--- config.mk ---
export PLATFORM = sky130hd
export DESIGN_NAME = gray_decoder
export DESIGN_NICKNAME = d
export VERILOG_FILES = /design/src/rtl/gray_pkg.sv /design/src/rtl/gray2bin.sv /design/src/rtl/gray_decoder.sv
export SDC_FILE = /design/constraint.sdc
export NUM_CORES = 1
export LEC_CHECK = 0
export BUFFER_PORTS_ARGS = -buffer_cell sky130_fd_sc_hd__clkbuf_2
export CORE_UTILIZATION = 50
export DETAILED_ROUTE_END_ITERATION = 7
export GPL_TIMING_DRIVEN = 0
export PLACE_DENSITY = 0.81
export SYNTH_ARGS = -nofsm -noshare
export SYNTH_HDL_FRONTEND = slang
export SYNTH_SLANG_ARGS = --single-unit
--- constraint.sdc ---
create_clock -name Clk -period 2.6 [get_ports Clk]
set_clock_uncertainty 0.05 [all_clocks]
set_input_delay 0.26 -clock Clk [delete_from_list [all_inputs] [get_ports Clk]]
set_output_delay 0.26 -clock Clk [all_outputs]
set_load 0.1 [all_outputs]
--- src/rtl/gray_pkg.sv ---
// Shared definitions for the Gray-code sequence decoder.
package gray_pkg;
    localparam int GRAY_WIDTH = 3;
    localparam logic [3:0] WRAP_CNT_MAX = 4'd15;

    typedef enum logic [1:0] {
        IDLE  = 2'd0,
        TRACK = 2'd1,
        ERROR = 2'd2
    } state_t;
endpackage

--- src/rtl/gray2bin.sv ---
// Combinational Gray-to-binary conversion.
module gray2bin
    import gray_pkg::*;
#(
    parameter int WIDTH = GRAY_WIDTH
) (
    input  logic [WIDTH-1:0] Gray,
    output logic [WIDTH-1:0] Bin
);
    // Each binary bit is the XOR of all Gray bits at or above it.
    for (genvar i = 0; i < WIDTH; i++) begin : g_bit
        assign Bin[i] = ^Gray[WIDTH-1:i];
    end
endmodule

--- src/rtl/gray_decoder.sv ---
// Tracks a Gray-coded counter: decodes each sample, checks single-step
// progression, counts max-to-0 wraps and flags sequence violations.
//
// state | meaning
// IDLE  | no reference value; next sample is accepted unchecked
// TRACK | Bin is the reference; samples must hold or step by +1
// ERROR | sequence violated; samples ignored until Clear or Reset
module gray_decoder
    import gray_pkg::*;
#(
    parameter int WIDTH = GRAY_WIDTH
) (
    input  logic             Clk,
    input  logic             Reset,
    input  logic             Valid,
    input  logic [WIDTH-1:0] Gray,
    input  logic             Clear,
    output logic [WIDTH-1:0] Bin,
    output logic             BinValid,
    output logic             Wrap,
    output logic [3:0]       WrapCount,
    output logic             Error
);
    localparam logic [WIDTH-1:0] ONE = {{(WIDTH-1){1'b0}}, 1'b1};

    state_t           state, state_nxt;
    logic [WIDTH-1:0] dec;
    logic [WIDTH-1:0] bin_inc;
    logic [WIDTH-1:0] bin_nxt;
    logic             binvalid_nxt;
    logic             wrap_nxt;
    logic [3:0]       wrapcount_nxt;
    logic             error_nxt;

    gray2bin #(.WIDTH(WIDTH)) u_gray2bin (
        .Gray (Gray),
        .Bin  (dec)
    );

    assign bin_inc = Bin + ONE;

    always_ff @(posedge Clk) begin
        if (Reset) begin
            state     <= IDLE;
            Bin       <= '0;
            BinValid  <= 1'b0;
            Wrap      <= 1'b0;
            WrapCount <= '0;
            Error     <= 1'b0;
        end else begin
            state     <= state_nxt;
            Bin       <= bin_nxt;
            BinValid  <= binvalid_nxt;
            Wrap      <= wrap_nxt;
            WrapCount <= wrapcount_nxt;
            Error     <= error_nxt;
        end
    end

    always_comb begin
        state_nxt     = state;
        bin_nxt       = Bin;
        binvalid_nxt  = 1'b0;
        wrap_nxt      = 1'b0;
        wrapcount_nxt = WrapCount;
        error_nxt     = Error;

        // Clear beats a coincident sample; Bin is deliberately kept.
        if (Clear) begin
            state_nxt     = IDLE;
            wrapcount_nxt = '0;
            error_nxt     = 1'b0;
        end else if (Valid) begin
            case (state)
                IDLE: begin
                    bin_nxt      = dec;
                    binvalid_nxt = 1'b1;
                    state_nxt    = TRACK;
                end
                TRACK: begin
                    if (dec == Bin) begin
                        binvalid_nxt = 1'b1;
                    end else if (dec == bin_inc) begin
                        bin_nxt      = dec;
                        binvalid_nxt = 1'b1;
                        if (&Bin) begin
                            wrap_nxt = 1'b1;
                            if (WrapCount != WRAP_CNT_MAX)
                                wrapcount_nxt = WrapCount + 4'd1;
                        end
                    end else begin
                        error_nxt = 1'b1;
                        state_nxt = ERROR;
                    end
                end
                default: ;
            endcase
        end
    end
endmodule

==> flow_metrics.py <==
metrics = {
    "drt": {
        "wl_per_cell_microns": 13.7,
        "drt_pre_antenna_iters": 4,
        "vias": 645,
        "ant_nets": 0,
        "wl_microns": 1450,
        "dr.first_iter.drc_count": 15,
        "route.detailed.drc": 0,
        "viasPerCell": 6.08,
    },
    "worst_setup_path": {
        "max_stage_delay_ns": 0.49,
        "critPathLaunchType": "flop",
        "cp_cell_sequence": "ha_1 -> ha_1 -> or4_1 -> a21o_1 -> a21o_1 -> or4_1 -> a21boi_1",
        "critPathSlowestCell": "or4_1",
        "required_ns": 2.76,
        "critPathBufInv": 0,
        "cp_top_family": "simple AND/OR/NAND/NOR gates",
        "arrival_ns": 2.67,
        "cp_max_fo": 5,
        "cp-end-kind": "flop",
        "path_class": "flop to flop",
    },
    "place": {
        "gp_congestion": 0.698,
        "hpwl_microns": 1020,
        "dp_slack_ns": 0.130,
        "dp_cells": 102,
        "port_buffers": 14,
    },
    "status": {
        "status": "finished, final reports clean",
    },
    "floorplan": {
        "die_h_microns": 39.2,
        "start_util_pct": 53.7,
        "placementRows": 13,
        "core_sq_um": 1280,
        "dieArea_sq_um": 1530,
        "ios": 17,
        "die_w_microns": 39.2,
    },
    "flow_run": {
        "max_cap_viol_count": 0,
    },
    "timing": {
        "layout_setup_ws_ns": 0.0924,
        "fin_crit_ns": 2.51,
        "max-slew-margin-rel_pct": 64.7,
        "rsz0062_at_grt": "no",
        "period_share_pct": 96.4,
        "setup_viol": 0,
        "tightest_slew_ns": 0.527,
        "slew_violations": 0,
        "fmax_ghz": 0.399,
        "hold_viol": 0,
        "fin_setup_tns_ns": 0,
    },
    "power_and_ir_drop": {
        "clkPwrFrac_pct": 35.5,
        "p_per_area_nw_per_um2": 514,
        "p_leak_uw": 0.000345,
        "swShare_pct": 30.7,
        "switchingPower_uw": 132,
        "pwr-share-seq_pct": 45.2,
        "p_int_uw": 298,
        "ir_worst_vdd_mv": 0.309,
        "p_comb_share_pct": 19.3,
    },
    "synth": {
        "ys_seq_area_share_pct": 34.8,
        "synthTopCellsByArea": "dfxtp_1 (35%), mux2i_1 (7.2%), ha_1 (5.4%)",
        "synth_fp_nets": 83,
        "syn_inst": 73,
        "synth_top_area_share_pct": 34.8,
        "yosys-top-cells-count": "dfxtp_1 (12), mux2i_1 (5), nand3_1 (5), nor2_1 (5)",
        "yosysTopAreaCell": "dfxtp_1",
        "synth.distinct_cells": 32,
        "avgSynthCellArea_sq_um": 9.46,
        "synth-seq-cells": 12,
        "yosysWarnings": 0,
        "synth-main-ff-cell": "dfxtp_1",
        "synth-async-reset-ratio_pct": 0,
        "yosysMostFrequentCell": "dfxtp_1",
        "synth_edf_count": 0,
        "netlist_area_sq_um": 691,
    },
    "finish": {
        "nFillCells": 101,
        "multi_input_area_sq_um": 447,
        "final_nets": 102,
        "antenna_cells": 0,
        "layout-drive-gt1-share_pct": 29.7,
        "seq_area_sq_um": 249,
        "layout.cells.non_filler": 106,
        "syn_to_final_growth_pct": 21.0,
    },
    "clocking": {
        "cts-root-buf": "clkbuf_4",
        "clock_latency_ns": 0.28,
        "cts_buffers": 3,
        "numClockSinks": 12,
        "cts-htree-levels": 1,
        "cts_tree": "done",
        "ctsLongestPathBuffers": 2,
        "cts_hold_buffers": 0,
        "path_clk_slew_ns": 0.08,
    },
    "grt": {
        "gr-usage-all-layers_pct": 22.2,
        "grt_max_degree": 11,
        "antenna_found_initial": 0,
        "grt_pass1_vias": 539,
        "grt_pass1_wl_microns": 2260,
        "grt_overflow": 0,
    },
    "min_path": {
        "hp-class": "primary input to flop",
    },
}
==> placed cells by master (no fill, tap or decap), types with 2 or more instances in the layout <==
cell type   n
nor2_1      5
dfxtp_1     9
a21o_1      3
o31ai_1     2
nand3_1     5
o21ai_0     2
or3_1       2
nand4b_1    2
nand4_1     2
dfxtp_4     2
clkbuf_2   14
clkbuf_4    3
or4_1       2
ha_1        3
and4b_2     2
nor3_1      3
nand2_1     3
mux2i_1     5
xor2_1      2
o21a_1      2
==> power groups by stage <==
stage	Sequential, uW	Clock [uW]	Combinational, uW
6_report	194	153	82.9
5_1_grt	195	165	89.7
4_1_cts	194	159	80.5
3_5_place_dp	198	0	80.4
3_3_place_gp	198	0	78.4
2_1_floorplan	224	0	37.6
==> cells by family after synthesis <==
family	after synthesis	synth area share, %
simple gates	32	28.8
compound gates	16	17.8
flops	12	34.8
mux	5	7.25
xor+xnor	3	3.81
fa+ha+maj	3	5.44
buf+inv	2	2.17
==> registers in the layout, summed over array words and instances (netlist names) <==
register	count
Bin	3
BinValid	1
Error	1
Wrap	1
WrapCount	4
state	2
==> metrics by stage <==
stage	hold slack (ns)	utilization [%]	total power [uW]	area [sq um]
2_1_floorplan	0.273	-	262	699
3_3_place_gp	0.398	61.3	277	788
3_5_place_dp	0.404	61.3	279	788
4_1_cts	0.141	64.2	433	825
5_1_grt	0.172	65.0	450	836
6_report	0.154	65.0	430	836
==> repair_timing <==
item | 4_1_cts | 5_1_grt
resized for setup | 0 | 2
setup endpoints to repair | 0 | 2
buffers inserted | 0 | 0
==> worst paths after layout <==
check        startpoint            to  cells past startpoint  slack [ns]
min               Reset        Bin[0]                      2        0.15
max              Bin[0]  WrapCount[0]                      7        0.09
max reg2reg      Bin[0]  WrapCount[0]                      7        0.09
min reg2reg       Error         Error                      1        0.43
==> final cells by class <==
type | count | area share (%)
timing repair buffer | 14 | 8.38
tap | 15 | 2.25
clock buffer | 4 | 4.34
buffer | 2 | 1.80
sequential | 12 | 29.8
multi-input combinational | 59 | 53.4
==> layer usage <==
metal,GRT usage (%),up-vias,wire [microns]
met5,0,-,0
met4,12.9,0,29
met3,5.20,4,49
met2,35.0,19,657
met1,27.0,299,714
li1,-,323,-
No activity file was read; power rests on OpenSTA's default activity.
